[config.mk]
export PLATFORM = sky130hd
export DESIGN_NAME = instr_mem_pipe
export DESIGN_NICKNAME = d
export VERILOG_FILES = /design/src/rtl/imem_pkg.sv /design/src/rtl/imem_storage.sv /design/src/rtl/instr_mem_pipe.sv
export SDC_FILE = /design/constraint.sdc
export NUM_CORES = 2
export LEC_CHECK = 0
export ABC_AREA = 1
export CAP_MARGIN = 40
export CORE_ASPECT_RATIO = 0.7
export CORE_MARGIN = 4
export CORE_UTILIZATION = 45
export DETAILED_ROUTE_END_ITERATION = 10
export PLACE_DENSITY = 0.72
export SLEW_MARGIN = 20
export SYNTH_ARGS = -nofsm -noshare
export SYNTH_HDL_FRONTEND = slang
export SYNTH_SLANG_ARGS = --single-unit
[constraint.sdc]
create_clock -name clk -period 7.2 [get_ports clk]
set_clock_uncertainty 0.1 [all_clocks]
set_input_delay 1.44 -clock clk [delete_from_list [all_inputs] [get_ports clk]]
set_output_delay 1.44 -clock clk [all_outputs]
set_load 0.01 [all_outputs]
[src/rtl/imem_pkg.sv]
// Shared constants for the instruction memory pipeline: NOP word, fault bit
// positions, legal latency range and the parity helper.
package imem_pkg;

  localparam logic [31:0] NOP_INSTR = 32'h0000_0013;

  localparam int FLT_MISALIGN = 0;
  localparam int FLT_RANGE    = 1;
  localparam int FLT_PARITY   = 2;
  localparam int FAULT_W      = 3;

  localparam int LATENCY_MIN  = 1;
  localparam int LATENCY_MAX  = 4;

  function automatic logic even_parity(input logic [31:0] word);
    return ^word;
  endfunction

endpackage

[src/rtl/imem_storage.sv]
// Word storage with per-word written flags and registered read port.
// Optional per-word even parity when IMEM_PARITY_EN is defined.
module imem_storage
  import imem_pkg::*;
#(
  parameter int DEPTH = 128,
  parameter int AW    = $clog2(DEPTH)
) (
  input  logic          clk,
  input  logic          rst,
  input  logic          rd_en_i,
  input  logic [AW-1:0] rd_idx_i,
  input  logic          rd_kill_i,
  input  logic          wr_en_i,
  input  logic [AW-1:0] wr_idx_i,
  input  logic [31:0]   wr_data_i,
  output logic [31:0]   rd_instr_o,
  output logic          rd_perr_o
);

  logic [31:0]      mem_q [DEPTH];
  logic [DEPTH-1:0] written_q;
  logic             perr_s;
  logic [31:0]      rd_instr_d;
  logic             rd_perr_d;
  logic [31:0]      rd_instr_q;
  logic             rd_perr_q;

  // Array contents are not reset; the written flags qualify them.
  always_ff @(posedge clk) begin
    if (wr_en_i) begin
      mem_q[wr_idx_i] <= wr_data_i;
    end
  end

  always_ff @(posedge clk or posedge rst) begin
    if (rst) begin
      written_q <= '0;
    end else if (wr_en_i) begin
      written_q[wr_idx_i] <= 1'b1;
    end
  end

`ifdef IMEM_PARITY_EN
  logic [DEPTH-1:0] par_q;

  always_ff @(posedge clk) begin
    if (wr_en_i) begin
      par_q[wr_idx_i] <= even_parity(wr_data_i);
    end
  end

  assign perr_s = written_q[rd_idx_i] &&
                  (even_parity(mem_q[rd_idx_i]) != par_q[rd_idx_i]);
`else
  assign perr_s = 1'b0;
`endif

  // Read samples the array before a same-edge write lands, giving old data.
  always_comb begin
    rd_perr_d  = perr_s && !rd_kill_i;
    rd_instr_d = written_q[rd_idx_i] ? mem_q[rd_idx_i] : NOP_INSTR;
    if (rd_kill_i || rd_perr_d) begin
      rd_instr_d = 32'h0000_0000;
    end else begin
      rd_instr_d = rd_instr_d;
    end
  end

  always_ff @(posedge clk or posedge rst) begin
    if (rst) begin
      rd_instr_q <= 32'h0000_0000;
      rd_perr_q  <= 1'b0;
    end else if (rd_en_i) begin
      rd_instr_q <= rd_instr_d;
      rd_perr_q  <= rd_perr_d;
    end
  end

  assign rd_instr_o = rd_instr_q;
  assign rd_perr_o  = rd_perr_q;

endmodule

[src/rtl/instr_mem_pipe.sv]
// LATENCY-stage instruction fetch pipeline with valid/ready handshake and a
// program write port. Parity checking is enabled by defining IMEM_PARITY_EN.
module instr_mem_pipe
  import imem_pkg::*;
#(
  parameter int DEPTH   = 128,
  parameter int LATENCY = 1
) (
  input  logic                clk,
  input  logic                rst,
  input  logic                req_valid,
  output logic                req_ready,
  input  logic [31:0]         req_addr,
  output logic                rsp_valid,
  input  logic                rsp_ready,
  output logic [31:0]         rsp_instr,
  output logic [FAULT_W-1:0]  rsp_fault,
  input  logic                prog_we,
  input  logic [31:0]         prog_addr,
  input  logic [31:0]         prog_data
);

  localparam int          AW    = $clog2(DEPTH);
  localparam logic [31:0] BYTES = 32'(4 * DEPTH);

  logic                 adv_s;
  logic                 wr_ok_s;
  logic [FLT_RANGE:0]   addr_flt_s;
  logic                 s0_val_q;
  logic [FLT_RANGE:0]   s0_flt_q;
  logic [31:0]          st_instr_s;
  logic                 st_perr_s;
  logic                 st_val_s [LATENCY];
  logic [FAULT_W-1:0]   st_flt_s [LATENCY];
  logic [31:0]          st_ins_s [LATENCY];

  assign req_ready = !rsp_valid || rsp_ready;
  assign adv_s     = req_ready;
  assign wr_ok_s   = prog_we && (prog_addr[1:0] == 2'b00) && (prog_addr < BYTES);

  always_comb begin
    addr_flt_s               = '0;
    addr_flt_s[FLT_MISALIGN] = |req_addr[1:0];
    addr_flt_s[FLT_RANGE]    = (req_addr >= BYTES);
  end

  // Stage 0 control; its data half lives in the storage read register.
  always_ff @(posedge clk or posedge rst) begin
    if (rst) begin
      s0_val_q <= 1'b0;
      s0_flt_q <= '0;
    end else if (adv_s) begin
      s0_val_q <= req_valid;
      s0_flt_q <= addr_flt_s;
    end
  end

  imem_storage #(
    .DEPTH (DEPTH),
    .AW    (AW)
  ) u_storage (
    .clk        (clk),
    .rst        (rst),
    .rd_en_i    (adv_s),
    .rd_idx_i   (req_addr[AW+1:2]),
    .rd_kill_i  (|addr_flt_s),
    .wr_en_i    (wr_ok_s),
    .wr_idx_i   (prog_addr[AW+1:2]),
    .wr_data_i  (prog_data),
    .rd_instr_o (st_instr_s),
    .rd_perr_o  (st_perr_s)
  );

  assign st_val_s[0] = s0_val_q;
  assign st_flt_s[0] = {st_perr_s, s0_flt_q};
  assign st_ins_s[0] = st_instr_s;

  for (genvar k = 1; k < LATENCY; k++) begin : g_stage
    logic               v_q;
    logic [FAULT_W-1:0] f_q;
    logic [31:0]        i_q;

    always_ff @(posedge clk or posedge rst) begin
      if (rst) begin
        v_q <= 1'b0;
        f_q <= '0;
        i_q <= 32'h0000_0000;
      end else if (adv_s) begin
        v_q <= st_val_s[k-1];
        f_q <= st_flt_s[k-1];
        i_q <= st_ins_s[k-1];
      end
    end

    assign st_val_s[k] = v_q;
    assign st_flt_s[k] = f_q;
    assign st_ins_s[k] = i_q;
  end

  assign rsp_valid = st_val_s[LATENCY-1];
  assign rsp_fault = st_flt_s[LATENCY-1];
  assign rsp_instr = st_ins_s[LATENCY-1];

endmodule

== After elaboration in Yosys (flattened, before gate mapping) ==
Memory sizes are Yosys's and may differ from the RTL's.
Index checks and enable logic that the tools add are counted.

* Register bits after elaboration: 163
* Latch bits: 0
* Logic and storage cells: 27
* Memory bits (read-only): 0
* Memories kept: 1
* Output and inout port bits: 37
* Bits in writable memories: 4096

* Eq/ne operators: 0
* Multiply operators: 0
* Bitwise gates (word level): 1
* Reductions and logical operators: 8
* Shifts and indexed selects: 0
* Divide/modulo/power cells: 0
* Mux-type cells: 8
* Add/subtract/negate cells: 0
* $lt $le $gt $ge: 5

{| class="wikitable"
|+ Memory list
! name !! depth !! width !! read ports !! clocked after memory_dff !! write ports !! RTL line !! source
|-
| u_storage.mem_q || 128 || 32 || 1 || 0 || 1 || imem_storage.sv:21 || <nowiki>logic [31:0] mem_q [DEPTH];</nowiki>
|}

{| class="wikitable"
|+ Operators with widths
! operator !! count
|-
| $or A128 B128 Y128 || 1
|-
| $mux W32 || 2
|-
| $ge A32 B10 Y1 const B || 1
|-
| $lt A32 B10 Y1 const B || 1
|-
| $lt A7 B8 Y1 const B || 2
|-
| $bmux W1 S7 || 1
|-
| $demux W1 S7 || 1
|-
| $ge A7 B1 Y1 const B || 1
|-
| $mux W1 || 4
|-
| $logic_and A1 B1 Y1 || 3
|-
| $reduce_or A3 Y1 || 1
|-
| $logic_not A2 Y1 || 1
|-
| $reduce_or A2 Y1 || 1
|-
| $logic_not A1 Y1 || 1
|-
| $logic_or A1 B1 Y1 || 1
|}

== Depth between registers and ports, before layout ==
* Depth after elaboration: 5
* Depth in mapped cells: 17

== Hierarchy ==
A second synthesis with hierarchy kept.

* Cell total of the unflattened synthesis: 14809
* Area total of the unflattened synthesis: 173528.9 µm²

{| class="wikitable"
|+ Modules (own cells, without submodules)
! module !! seq. area each (µm²) !! area an instance (µm²) !! times used !! cells each
|-
| imem_storage || 127001.8 || 173206.1 || 1 || 14748
|-
| instr_mem_pipe || 75.1 || 322.8 || 1 || 61
|}

== Least setup slack after synthesis ==
No wires, ideal clock.

* Kind: input -> register
* From: in prog_addr[30]
* To: mem u_storage.mem_q[100][0] (enable)
* Buffers on the path: 1
* Setup time: 422 ps
* Setup slack: 2855 ps
* Arrival: 3823 ps
* Required time: 6678 ps
* Stages: 9
* Cells stage by stage: nor2_1 -> nand3b_1 -> nor3_1 -> and3_1 -> nand2_1 -> inv_1 -> buf_2 -> nand4_1 -> nor2_1

* Cells in the longest elaborated chain, start to end: 4

{| class="wikitable"
|+ Ends and longest elaborated chain
! item !! RTL line !! source
|-
| start: declaration || instr_mem_pipe.sv:19 || <nowiki>input logic [31:0] prog_addr,</nowiki>
|-
| $lt A32 B10 Y1 || instr_mem_pipe.sv:39 || <nowiki>assign wr_ok_s = prog_we && (prog_addr[1:0] == 2'b00) && (prog_addr < BYTES);</nowiki>
|-
| $logic_and A1 B1 Y1 || instr_mem_pipe.sv:39 ||
|-
| $mux W1 || imem_storage.sv:31 || <nowiki>if (wr_en_i) begin</nowiki>
|-
| $mux W1 (implied by the code) || imem_storage.sv:32 || <nowiki>mem_q[wr_idx_i] <= wr_data_i;</nowiki>
|-
| end: declaration || imem_storage.sv:21 ||
|}

Every way passes these cells.

== Worst setup path after layout ==
* From: in req_addr[2]
* To: reg u_storage.rd_instr_q[22] (netlist: u_storage.rd_instr_o[22])

* Cells in the longest elaborated chain, start to end: 4
* Elaborated cells on any way between the ends: 7

{| class="wikitable"
|+ Ends and longest elaborated chain
! item !! RTL line !! source
|-
| start: declaration || instr_mem_pipe.sv:13 || <nowiki>input logic [31:0] req_addr,</nowiki>
|-
| parallel branches: the longest is 3 deep, another holds $ge A32 B10 Y1 || - ||
|-
| $mux W32 * || imem_storage.sv:63 || <nowiki>if (rd_kill_i || rd_perr_d) begin</nowiki>
|-
| end signal: assignment || imem_storage.sv:75 || <nowiki>rd_instr_q <= rd_instr_d;</nowiki>
|-
| end: declaration || imem_storage.sv:26 || <nowiki>logic [31:0] rd_instr_q;</nowiki>
|}

Mark *: on every way between the ends. The select of a mux whose other input is x is not followed.
A chain may end at the register's enable or synchronous reset.

==> results.py <==
metrics = {
    "worst_setup_path": {
        "cpPeakStageDelay_ns": 0.63,
        "critPathKind": "in2reg",
        "crit_buf_inv": 3,
        "cp-end-kind": "flip-flop",
        "critPathMostFrequentCell": "nand3_1",
        "critPathTopFamily": "simple AND/OR/NAND/NOR gates",
        "startpoint_type": "input port",
        "crit_path_max_fanout": 215,
        "crit_chain": "buf_16 -> clkinv_16 -> buf_4 -> nand2_1 -> nand3_1 -> nand3_1 -> nand3_1 -> nand3_1 -> nand3_1 -> nand3_1 -> nand2_2 -> nand3_1 -> nand2_1",
        "critPathRequiredTime_ns": 7.93,
        "cpMaxStageDelayCell": "clkinv_16",
        "worstPathArrival_ns": 5.47,
    },
    "routing": {
        "wl_per_cell_um": 26.1,
        "drc_errors": 0,
        "drt-initial-drc-count": 20800,
        "dr.pass1.iters": 7,
        "post_drt_via_cell_ratio": 5.85,
        "postRouteAntennaNets": 0,
        "drt-total-wl_um": 528000,
        "vias": 118000,
    },
    "clock_network": {
        "numCtsBuffers": 388,
        "ctsHoldBuffers": 0,
        "path_clk_slew_ns": 0.06,
        "cts_max_level": 5,
        "root_buffer": "clkbuf_16",
        "cts_tree": "built",
        "post_cts_buffers": 0,
        "cts_resized": 0,
        "insertion_delay_ns": 0.99,
        "cts_buffer_depth": 4,
        "cts.sinks": 4259,
    },
    "floorplanning": {
        "ios": 138,
        "core_area_um2": 383000,
        "die_area_um2": 396000,
        "fp.dieH_um": 528,
        "num_rows": 190,
        "initial_core_util": 0.453,
        "dieWidth_um": 750,
    },
    "yosys": {
        "synth_warnings": 0,
        "netlist_area_um2": 174000,
        "yosys.area.top_type_share": 0.709,
        "syn-num-nets": 14900,
        "async_flop_share": 0.0383,
        "synth_top_area_cell": "edfxtp_1",
        "yosysUniqueCellTypes": 25,
        "synth-edff-count": 4096,
        "synth_most_common_cell": "nand2_1",
        "ys_top_cells_by_count": "5777 x nand2_1, 4096 x edfxtp_1, 3474 x nand3_1",
        "synth_area_per_cell_um2": 11.7,
        "ys_seq_area_frac": 0.732,
        "ys_ff_latch": 4259,
        "yosys-top-cells-area": "edfxtp_1 71%, nand2_1 12%, nand3_1 10%, dfrtp_1 2.4%, buf_2 1.3%",
        "synthFlopType": "edfxtp_1",
        "syn_inst": 14800,
    },
    "power_and_ir_drop": {
        "comb_power_share": 0.069,
        "leakagePower_nw": 71.4,
        "swShare": 0.233,
        "vdd_ir_drop_max_v": 0.000225,
        "p_switching_mw": 12.2,
        "total_power_mw": 52.1,
        "pwr_density_cell_nw_per_um2": 266,
        "clkPwrFrac": 0.410,
        "seqPwrFrac": 0.521,
        "internal-power_mw": 39.9,
    },
    "outcome": {
        "run_status": "finished clean",
    },
    "run": {
        "max_cap_violations": 0,
    },
    "worst_hold_path": {
        "hold_class": "reg2reg",
    },
    "layout": {
        "drive_gt1_frac": 0.0886,
        "nets": 14900,
        "instances_no_fill": 20200,
        "syn_to_final_growth_pct": 12.8,
    },
    "grt": {
        "grt_max_degree": 216,
        "gr-usage-all-layers": 0.258,
        "grt_first_pass_wirelength_um": 756000,
        "grt_antenna_before_repair": 21,
        "grt_pass1_vias": 109000,
        "overflow": 0,
    },
    "timing": {
        "tightest_slew_ns": 0.954,
        "post-route-period-util": 0.659,
        "max_freq_ghz": 0.211,
        "slew_headroom": 0.364,
        "rsz0062_at_grt": "false",
        "setup_viol": 0,
        "post-route-min-period_ns": 4.74,
        "final_max_slew_viol_count": 0,
        "hold_viol": 0,
        "setup_tns_ns": 0,
    },
    "placed_design": {
        "port_buffers": 136,
        "place_inst": 19500,
        "gp_congestion": 0.952,
        "dp_hpwl_um": 320000,
    },
}
[cells by family (layout without fill, tap and decap cells)]
group / count (synthesis) / in the layout / synth area share
other: 1 / 5 / 0.0000216
buffers and inverters: 967 / 1323 / 0.0337
flip-flops: 4259 / 4259 / 0.732
AO/OA/AOI/OAI: 4 / 4 / 0.000130
AND/OR/NAND/NOR: 9545 / 9545 / 0.234
[routing by layer]
metal | track usage | vias up | routed length (um)
met4 | 0.104 | 4 | 23800
met3 | 0.0866 | 1002 | 82100
li1 | - | 51600 | -
met5 | 0 | - | 20
met2 | 0.362 | 8550 | 221000
met1 | 0.370 | 57100 | 201000
[worst register-to-register path, stage by stage, from the launching register on]
cell,delay [ns]
dfrtp_1,0.39
nand2_1,0.08
nand3_1,0.10
nand3_1,0.20
nand3_1,0.28
nand3_1,0.19
nand3_1,0.08
nand3_1,0.43
nand2_2,0.62
nand3_1,0.29
nand2_1,0.09
[power groups by stage]
stage	Combinational, mW	Sequential, mW	Clock [mW]
finish	3.62	27.1	21.3
global route	3.79	27.1	22.5
detailed placement	3.44	27.7	0
floorplan	1.78	27.7	0
CTS	3.46	27.1	21.4
global placement	3.35	27.7	0
[path summary, 6_finish.rpt]
path	startpoint	end	slack (ns)	cells past startpoint
setup / recovery	req_addr[2]	u_storage.rd_instr_o[22]$_DFFE_PP0P_	2.46	13
min in group asynchronous	rst	u_storage.written_q[3]$_DFFE_PP0N_	1.05	2
max in group asynchronous	rst	u_storage.written_q[56]$_DFFE_PP0N_	4.73	3
hold / removal	u_storage.written_q[55]$_DFFE_PP0N_	u_storage.written_q[55]$_DFFE_PP0N_	0.37	1
hold reg to reg	u_storage.written_q[55]$_DFFE_PP0N_	u_storage.written_q[55]$_DFFE_PP0N_	0.37	1
setup reg to reg	u_storage.written_q[90]$_DFFE_PP0N_	u_storage.rd_instr_o[22]$_DFFE_PP0P_	4.22	10
[through the flow]
step,util,instance area (um^2),hold slack [ns],worst slack [ns]
after global routing,0.511,196000,0.375,2.31
after CTS,0.509,195000,0.367,2.55
after global placement,0.469,180000,0.349,1.55
after detailed placement,0.476,182000,0.352,1.68
after floorplan,-,174000,0.324,1.26
final,0.511,196000,0.369,2.46
[sequential cells by signal, indices dropped and copies added (netlist names)]
name,cells
rsp_valid,1
s0_flt_q,2
u_storage.mem_q,4096
u_storage.rd_instr_o,32
u_storage.written_q,128
[final cells by class]
type                    count  area [um^2]
diodes                      4         10.0
well taps                5088         6370
clock inverters           210         2350
repair buffers            585         7590
clock buffers             509        10600
flip-flops and latches   4259       127000
fillers                 31500       188000
inverters                  19          133
multi-input cells        9550        41700
[placed cells by master, fill, tap and decap left out, drive strengths merged]
master,Yosys,layout
a21oi,1,1
and3,2,2
buf,819,488
bufinv,0,44
clkbuf,129,509
clkdlybuf4s50,0,97
clkinv,0,148
clkinvlp,0,8
conb,1,1
dfrtp,163,163
diode,0,4
edfxtp,4096,4096
inv,19,29
nand2,5778,5778
nand3,3474,3474
nand3b,4,4
nand4,9,9
nor2,136,136
nor3,3,3
nor4,10,10
o21a,1,1
o21ai,2,2
or2,129,129
(Power assumes the default switching activity.)
